## src/rtl/mips_intc_pkg.sv

```systemverilog
// Shared constants for the MIPS external interrupt controller.
// Optional input debounce is enabled with MIPS_INTC_DEBOUNCE_EN.
package mips_intc_pkg;
  localparam int NUM_SRC         = 6;
  localparam int TIMER_BIT       = 5;
  localparam int DEBOUNCE_CYCLES = 4;

  localparam logic [1:0] INTC_PENDING = 2'd0;
  localparam logic [1:0] INTC_MASK    = 2'd1;
  localparam logic [1:0] INTC_MODE    = 2'd2;
  localparam logic [1:0] INTC_RAW     = 2'd3;

  localparam logic [NUM_SRC-1:0] INTC_MASK_RST = 6'h3F;

  typedef enum logic {
    IntModeLevel = 1'b0,
    IntModeEdge  = 1'b1
  } int_mode_e;
endpackage

```

## src/rtl/mips_intc_if.sv

```systemverilog
// Single-cycle-ack register bus between the data-memory side and the interrupt controller.
interface mips_intc_if;
  logic        req;
  logic        we;
  logic [1:0]  addr;
  logic [31:0] wdata;
  logic [31:0] rdata;
  logic        ack;

  modport master (output req, we, addr, wdata, input rdata, ack);
  modport slave  (input req, we, addr, wdata, output rdata, ack);
endinterface

```

## src/rtl/mips_intc_sync.sv

```systemverilog
// Two-flop synchroniser for one interrupt pin, with an optional stable-count
// debounce filter after it (MIPS_INTC_DEBOUNCE_EN).
module mips_intc_sync
  import mips_intc_pkg::*;
(
  input  logic clk,
  input  logic rst,
  input  logic async_i,
  output logic raw_o,
  output logic filt_o
);

  logic s1_q, s2_q;

  always_ff @(posedge clk) begin
    if (rst) begin
      s1_q <= 1'b0;
      s2_q <= 1'b0;
    end else begin
      s1_q <= async_i;
      s2_q <= s1_q;
    end
  end

  assign raw_o = s2_q;

`ifdef MIPS_INTC_DEBOUNCE_EN
  localparam int CW = $clog2(DEBOUNCE_CYCLES) + 1;
  localparam logic [CW-1:0] CNT_LOAD = CW'(DEBOUNCE_CYCLES);

  logic [CW-1:0] cnt_q, cnt_d;
  logic          filt_q, filt_d;

  // Down-counter reloads whenever s2 agrees with the filtered value.
  always_comb begin
    filt_d = filt_q;
    cnt_d  = CNT_LOAD;
    if (s2_q != filt_q) begin
      if (cnt_q == CW'(1)) filt_d = s2_q;
      else                 cnt_d  = cnt_q - 1'b1;
    end
  end

  always_ff @(posedge clk) begin
    if (rst) begin
      cnt_q  <= CNT_LOAD;
      filt_q <= 1'b0;
    end else begin
      cnt_q  <= cnt_d;
      filt_q <= filt_d;
    end
  end

  assign filt_o = filt_q;
`else
  assign filt_o = s2_q;
`endif

endmodule

```

## src/rtl/mips_intc.sv

```systemverilog
// MIPS hardware-interrupt front end: synchronised, latched, maskable 6-bit vector to CP0.
// Build with MIPS_INTC_DEBOUNCE_EN to insert a debounce filter on every pin.
//
// state    | meaning
// ST_IDLE  | waiting for a bus request; access performed on the request edge
// ST_ACK   | bus_ack high for this one cycle, requests ignored
module mips_intc
  import mips_intc_pkg::*;
(
  input  logic               clk,
  input  logic               rst,
  input  logic [NUM_SRC-1:0] ext_int_i,
  input  logic               timer_int_i,
  mips_intc_if.slave         bus,
  output logic [NUM_SRC-1:0] int_o
);

  localparam logic [0:0] ST_IDLE = 1'b0;
  localparam logic [0:0] ST_ACK  = 1'b1;

  logic [NUM_SRC-1:0] raw, filt;
  logic [NUM_SRC-1:0] filt_prev_q;
  logic [NUM_SRC-1:0] pending_q, pending_d;
  logic [NUM_SRC-1:0] mask_q, mask_d;
  logic [NUM_SRC-1:0] mode_q, mode_d;
  logic [NUM_SRC-1:0] int_q, int_d;
  logic [NUM_SRC-1:0] w1c, rd_sel;
  logic [0:0]         state_q, state_d;
  logic [31:0]        rdata_q, rdata_d;
  logic [31:NUM_SRC]  unused_wdata;

  assign unused_wdata = bus.wdata[31:NUM_SRC];

  for (genvar i = 0; i < NUM_SRC; i++) begin : g_sync
    mips_intc_sync u_sync (
      .clk     (clk),
      .rst     (rst),
      .async_i (ext_int_i[i]),
      .raw_o   (raw[i]),
      .filt_o  (filt[i])
    );
  end

  always_comb begin
    state_d = state_q;
    rdata_d = rdata_q;
    mask_d  = mask_q;
    mode_d  = mode_q;
    w1c     = '0;
    rd_sel  = '0;

    case (bus.addr)
      INTC_PENDING: rd_sel = pending_q;
      INTC_MASK:    rd_sel = mask_q;
      INTC_MODE:    rd_sel = mode_q;
      default:      rd_sel = raw;
    endcase

    if (state_q == ST_IDLE) begin
      if (bus.req) begin
        state_d = ST_ACK;
        rdata_d = {{(32-NUM_SRC){1'b0}}, rd_sel};
        if (bus.we) begin
          case (bus.addr)
            INTC_PENDING: w1c    = bus.wdata[NUM_SRC-1:0];
            INTC_MASK:    mask_d = bus.wdata[NUM_SRC-1:0];
            INTC_MODE:    mode_d = bus.wdata[NUM_SRC-1:0];
            default:      ;
          endcase
        end
      end
    end else begin
      state_d = ST_IDLE;
    end

    // Edge sources: a set event beats a same-cycle W1C.
    for (int i = 0; i < NUM_SRC; i++) begin
      if (mode_q[i] == IntModeEdge)
        pending_d[i] = (filt[i] & ~filt_prev_q[i]) | (pending_q[i] & ~w1c[i]);
      else
        pending_d[i] = filt[i];
    end
    pending_d = pending_d & ~(mode_d ^ mode_q);

    int_d            = pending_q & mask_q;
    int_d[TIMER_BIT] = int_d[TIMER_BIT] | timer_int_i;
  end

  always_ff @(posedge clk) begin
    if (rst) begin
      state_q     <= ST_IDLE;
      rdata_q     <= '0;
      mask_q      <= INTC_MASK_RST;
      mode_q      <= '0;
      pending_q   <= '0;
      filt_prev_q <= '0;
      int_q       <= '0;
    end else begin
      state_q     <= state_d;
      rdata_q     <= rdata_d;
      mask_q      <= mask_d;
      mode_q      <= mode_d;
      pending_q   <= pending_d;
      filt_prev_q <= filt;
      int_q       <= int_d;
    end
  end

  assign bus.ack   = (state_q == ST_ACK);
  assign bus.rdata = rdata_q;
  assign int_o     = int_q;

endmodule
```

## src/flat_wrapper.sv

```systemverilog
// flat-port wrapper written by rule: the top's interface ports become plain ports
module mips_intc_flat import mips_intc_pkg::*;
  (clk, rst, ext_int_i, timer_int_i, int_o, bus_req, bus_we, bus_addr, bus_wdata, bus_rdata, bus_ack);
  mips_intc_if bus_i ();
  input  logic clk;
  input  logic rst;
  input  logic [NUM_SRC-1:0] ext_int_i;
  input  logic timer_int_i;
  output logic [NUM_SRC-1:0] int_o;
  input wire logic [$bits(bus_i.req)-1:0] bus_req;
  input wire logic [$bits(bus_i.we)-1:0] bus_we;
  input wire logic [$bits(bus_i.addr)-1:0] bus_addr;
  input wire logic [$bits(bus_i.wdata)-1:0] bus_wdata;
  output wire logic [$bits(bus_i.rdata)-1:0] bus_rdata;
  output wire logic [$bits(bus_i.ack)-1:0] bus_ack;
  assign bus_i.req = bus_req;
  assign bus_i.we = bus_we;
  assign bus_i.addr = bus_addr;
  assign bus_i.wdata = bus_wdata;
  assign bus_rdata = bus_i.rdata;
  assign bus_ack = bus_i.ack;
  mips_intc u_core (.clk(clk), .rst(rst), .ext_int_i(ext_int_i), .timer_int_i(timer_int_i), .bus(bus_i), .int_o(int_o));
endmodule
```

## config.mk

```make
export PLATFORM = sky130hd
export DESIGN_NAME = mips_intc_flat
export DESIGN_NICKNAME = d
export VERILOG_FILES = /design/src/rtl/mips_intc_pkg.sv /design/src/rtl/mips_intc_if.sv /design/src/rtl/mips_intc_sync.sv /design/src/rtl/mips_intc.sv /design/src/flat_wrapper.sv
export SDC_FILE = /design/constraint.sdc
export NUM_CORES = 1
export LEC_CHECK = 0
export ABC_CLOCK_PERIOD_IN_PS = 3490
export CORE_ASPECT_RATIO = 1.5
export CORE_MARGIN = 2
export CORE_UTILIZATION = 49
export CTS_BUF_LIST = sky130_fd_sc_hd__clkbuf_8
export DETAILED_ROUTE_END_ITERATION = 16
export PLACE_DENSITY_LB_ADDON = 0.08
export SETUP_SLACK_MARGIN = 0.15
export SLEW_MARGIN = 15
export SYNTH_ARGS = -nofsm -noshare
export SYNTH_HDL_FRONTEND = slang
export SYNTH_HIERARCHICAL = 1
export SYNTH_SLANG_ARGS = --single-unit
```

## constraint.sdc

```tcl
create_clock -name clk -period 3.49 [get_ports clk]
set_input_delay 0.349 -clock clk [delete_from_list [all_inputs] [get_ports clk]]
set_output_delay 0.349 -clock clk [all_outputs]
set_load 0.1 [all_outputs]
```

; Word-level counts from Yosys, hierarchy flattened
; Cells that the tools add are included.
[totals]
register_bits = 49
latchBits = 0
ram_bits = 0
rom_bits = 0
in_bits = 45
output_inout_bits = 39
word_cells = 77
memories = 0
[classes]
add_sub_neg = 0
n_mul = 0
div_mod_pow = 0
n_lt_le_gt_ge = 0
eq_ne = 2
n_shift = 0
n_mux = 16
bitwise = 36
reduce_logical = 4
[ops]
columns = cell, count
row1 = two-way mux 6 bit, 8
row2 = case mux 6 bit (3 select lines), 1
row3 = NOT 1 bit, 13
row4 = bitwise AND 1 bit, 12
row5 = bitwise AND 6 bit, 2
row6 = two-way mux 1 bit, 7
row7 = OR 1 bit, 7
row8 = NOT 6 bit, 1
row9 = XOR 6 bit, 1
row10 = AND reduction 4 bit, 1
row11 = "== test 2 x 1 -> 1 bit, second input constant", 1
row12 = "== test 2 bit, second input constant", 1
row13 = logical NOT 2 bit, 1
row14 = AND reduction 2 bit, 1
row15 = OR reduction 2 bit, 1

; Logic depth before layout (Yosys ltp)
[depth]
ltp_word = 10
mapped_depth = 6
ltp_nobuf = 3

; Hierarchy
; The synthesis kept the hierarchy.
[modules_own_cells]
columns = mod, n_inst, cells_each, area_per_inst_um2, seq_area_each_um2
row1 = mips_intc, 1, 204, 1926.8, 740.7
row2 = mips_intc_sync, 6, 5, 60.1, 40.0

; Least setup slack after synthesis
; OpenSTA, ideal clock, no wires.
[synth_timing]
kind = register to register
from = register u_core.state_q, in the netlist u_core/bus.ack
to = register u_core.mask_q[0]
setup_ns = 0.122
arrival_time_ns = 1.733
t_required_ns = 3.368
path_slack_ns = 1.634
stages_incl_launch_ff = 5
n_path_buf = 1
period_less_slack_ns = 1.856
cell_sequence = dfxtp_1 -> nor2b_4 -> and2_1 -> buf_2 -> a311o_1
[synth_between]
elab_chain_len = 2
[synth_lines]
columns = item, line_no
row1 = start: declaration, mips_intc.sv:28  ; logic [0:0] state_q, state_d;
row2 = start signal: assignment, mips_intc.sv:99  ; state_q <= state_d;
row3 = NOT 1 bit (no line), --
row4 = AND reduction 4 bit (no line), --
row5 = end signal: assignment, mips_intc.sv:101  ; mask_q <= mask_d;
row6 = end: declaration, mips_intc.sv:24  ; logic [NUM_SRC-1:0] mask_q, mask_d;
; Every way passes these cells.
; A chain may end at the register's enable or synchronous reset.

; Final worst setup path
[layout_timing]
from = register u_core.state_q, in the netlist u_core/bus.ack
to = output port bus_ack
[layout_lines]
columns = item, line_no
row1 = end: declaration, flat_wrapper.sv:15  ; output wire logic [$bits(bus_i.ack)-1:0] bus_ack;
; No word-level cell between the ends.

==> summary.txt <==
Clock tree
  – TritonCTS clock tree: yes
  – Worst-case clock buffer depth: 2
  – Clock sink count: 49
  – H-tree levels: 2
  – Clk_lat worst skew: 300 ps
  – Setup Fix Bufs, Post-CTS: 0
  – # hold bufs at CTS: 0
  – Number of CTS-inserted buffers: 5
  – Post-CTS Resized: 0
  – Worst-path clk slew: 90 ps
  – Clk root buf: clkbuf_8

Worst setup path
  – CP peak stage delay: 1170 ps
  – Worst path cell trace: clkdlybuf4s50_1
  – CP Capture Type: output port
  – CP startpoint kind: register
  – Crit path max-delay family: buffers and inverters
  – Crit-path slowest cell: clkdlybuf4s50_1
  – Buf/Inv on CP: 1
  – Critical Path RT: 3140 ps
  – CP arrival: 1910 ps
  – Largest fanout on the critical path: 6
  – Crit Path Class: register to output port

Floorplan
  – Die ar.: 0.00524 mm²
  – Die width: 59.8 µm
  – Row Count: 30
  – Core Area: 0.00450 mm²
  – Initial core utilization: 50.8%
  – I/O pin total: 84
  – Die height: 87.7 µm

Flow run
  – Maxcap violations: 0

Global routing
  – First-pass GRT wire length: 6430 µm
  – Initial antenna violation count: 0
  – GR Util met1: 20.4%
  – Vias in the first global route: 1347
  – Pin count of the biggest net entering global routing: 37
  – Global route overflow: 0
  – Met2 usage: 26.2%
  – Met3 Use GR: 3.84%
  – Global route hottest layer: met2
  – GRT Util Overall: 16.4%

Detailed routing
  – First drt pass iteration count: 4
  – DR vias: 1619
  – Drt first-iter violations: 41
  – Wire length per cell: 13.5 µm
  – Final WL: 4110 µm
  – Detailed-route DRC error count: 0
  – Vias per cell: 5.31
  – Final ANT Viol Nets: 0

Timing
  – Setup-failing EPs final: 0
  – Maximum clock frequency: 443 MHz
  – Final worst path period share: 64.7%
  – Setup TNS: 0 ps
  – Worst-Margin Slew: 972 ps
  – Max Transition Viols Final: 0
  – Final hold violations: 0
  – Final min period: 2260 ps
  – Worst Skew: 5.96 ps
  – RSZ-0062 raised after global routing: no
  – Worst slew margin: 35.0%

Finish
  – Layout area overhead: 11.3%
  – Nets: 301
  – Share of cells above drive strength 1: 6.23%
  – Diodes inserted: 0
  – Final core area utilization: 56.5%

Synth
  – Sequential-to-total area share from yosys stat: 42.9%
  – Seq cells post-synth: 49
  – Post-Synthesis Cells: 234
  – Mapped cell area: 0.00229 mm²
  – Post-synth EDFFs: 0
  – Fraction of registers with async set/reset: 0%
  – Yosys warns: 6
  – Syn_area_per_cell: 9.77 µm²
  – Ys flop type: dfxtp_1
  – Unique cell type count in the Yosys netlist: 35

Placement
  – Final GP Congestion: 0.736
  – Post-DP HPWL: 2770 µm
  – Port Buffer Count: 31

Power and ir drop
  – Peak VDD IR: 0.264 mV
  – Pwr per Cell Area: 481 mW/mm²
  – Leak: 0.000959 µW

Outcome
  – Status: finished, final reports clean

Min path
  – Type of the most critical hold path: register to register
through the flow:
step | hold WS, ps | power (µW) | instances | worst slack (ps) | instance area, µm²
after floorplan | 414 | 856 | 259 | 1630 | 2380
after global placement | 417 | 876 | 297 | 1190 | 2440
after detailed placement | 425 | 878 | 297 | 1160 | 2440
after CTS | 447 | 1240 | 305 | 1230 | 2540
after global routing | 457 | 1270 | 305 | 1170 | 2540
final | 442 | 1220 | 305 | 1230 | 2540
routing by layer:
layer	up-vias	part of all wire (%)	wire length, µm
met1	760	44	1820
li1	803	-	-
met2	49	49	2020
met4	0	1.9	77
met3	7	4.8	196
met5	-	0	0
registers in the layout, indices dropped and copies added (netlist names):
name / flops
u_core/bus.ack: 1
u_core/int_o: 6
u_core/mode_q: 6
u_core/g_sync.u_sync/filt_o: 6
u_core/pending_q: 6
u_core/mask_q: 6
u_core/bus.rdata: 6
u_core/filt_prev_q: 6
u_core/g_sync.u_sync/s1_q: 6
cells in the final DEF (no fill, tap or decap):
cell	synthesis	routed
dfxtp_1	49	49
clkdlybuf4s50_1	0	30
conb_1	1	26
nand2_1	25	25
nor2b_1	20	20
a21oi_1	18	18
o21a_1	8	8
clkbuf_8	0	7
nor2_1	7	7
a311o_1	6	6
nand3_1	6	6
o21ai_0	6	6
nand2b_1	5	5
mux4_1	5	5
or3b_1	3	3
nand4_1	3	3
xnor2_1	3	3
a21boi_0	3	3
o22ai_1	3	3
a211oi_1	3	3
nand3b_1	3	3
a21bo_2	2	2
o211a_1	2	2
buf_4	33	2
clkinv_2	0	1
buf_2	2	1
nor2b_4	1	1
mux4_2	1	1
and4bb_4	1	1
and3b_1	1	1
o211ai_1	1	1
a22o_1	1	1
and4b_1	1	1
inv_1	1	1
and2_1	1	1
nand4bb_1	1	1
cells in the mapped netlist (3+ instances only):
library cell	number	area, µm²
or3b_1	3	26.3
buf_4	33	248
nand2b_1	5	31.3
nand2_1	25	93.8
o21ai_0	6	30.0
a211oi_1	3	22.5
a21boi_0	3	22.5
o21a_1	8	60.1
nand3_1	6	30.0
o22ai_1	3	18.8
xnor2_1	3	26.3
a311o_1	6	60.1
a21oi_1	18	90.1
clkbuf_1	4	15.0
nand3b_1	3	22.5
dfxtp_1	49	981
mux4_1	5	131
nor2b_1	20	125
nor2_1	7	26.3
nand4_1	3	18.8
buf_6	4	45.0
area by class of cell:
type,count,area [µm²]
tap,48,60.1
clock buffer,7,96.3
sequential,49,981
clock inverter,1,5.00
fill,417,1960
inverter,1,3.75
timing repair buffer,33,320
multi-input combinational,166,1080
final timing paths:
kind	cells past startpoint	slack (ps)	startpoint	end
worst min-delay path	1	440	u_core/g_sync[2].u_sync/s1_q	u_core/g_sync[2].u_sync/filt_o
worst max register to register	3	2120	u_core/bus.ack	u_core/mask_q[0]
worst max-delay path	1	1230	u_core/bus.ack	bus_ack
worst min register to register	1	440	u_core/g_sync[2].u_sync/s1_q	u_core/g_sync[2].u_sync/filt_o
kinds of logic (layout without fill, tap and decap cells):
logic type	after synthesis	in the layout	synth area share, %
AND/OR/NAND/NOR	78	78	19.3
other	1	26	0.164
flip-flops	49	49	42.9
multiplexers	6	6	6.73
XOR/XNOR	3	3	1.15
buffers and inverters	44	42	14.1
AO/OA/AOI/OAI	53	53	15.8
where the power goes:
| group | switching (µW) | total, µW | internal, µW |
|---|---|---|---|
| registers | 10.7 | 589 | 578 |
| logic | 214 | 275 | 61.5 |
| clock network | 181 | 360 | 179 |
| total | 405 | 1220 | 819 |
(Power assumes the default switching activity.)
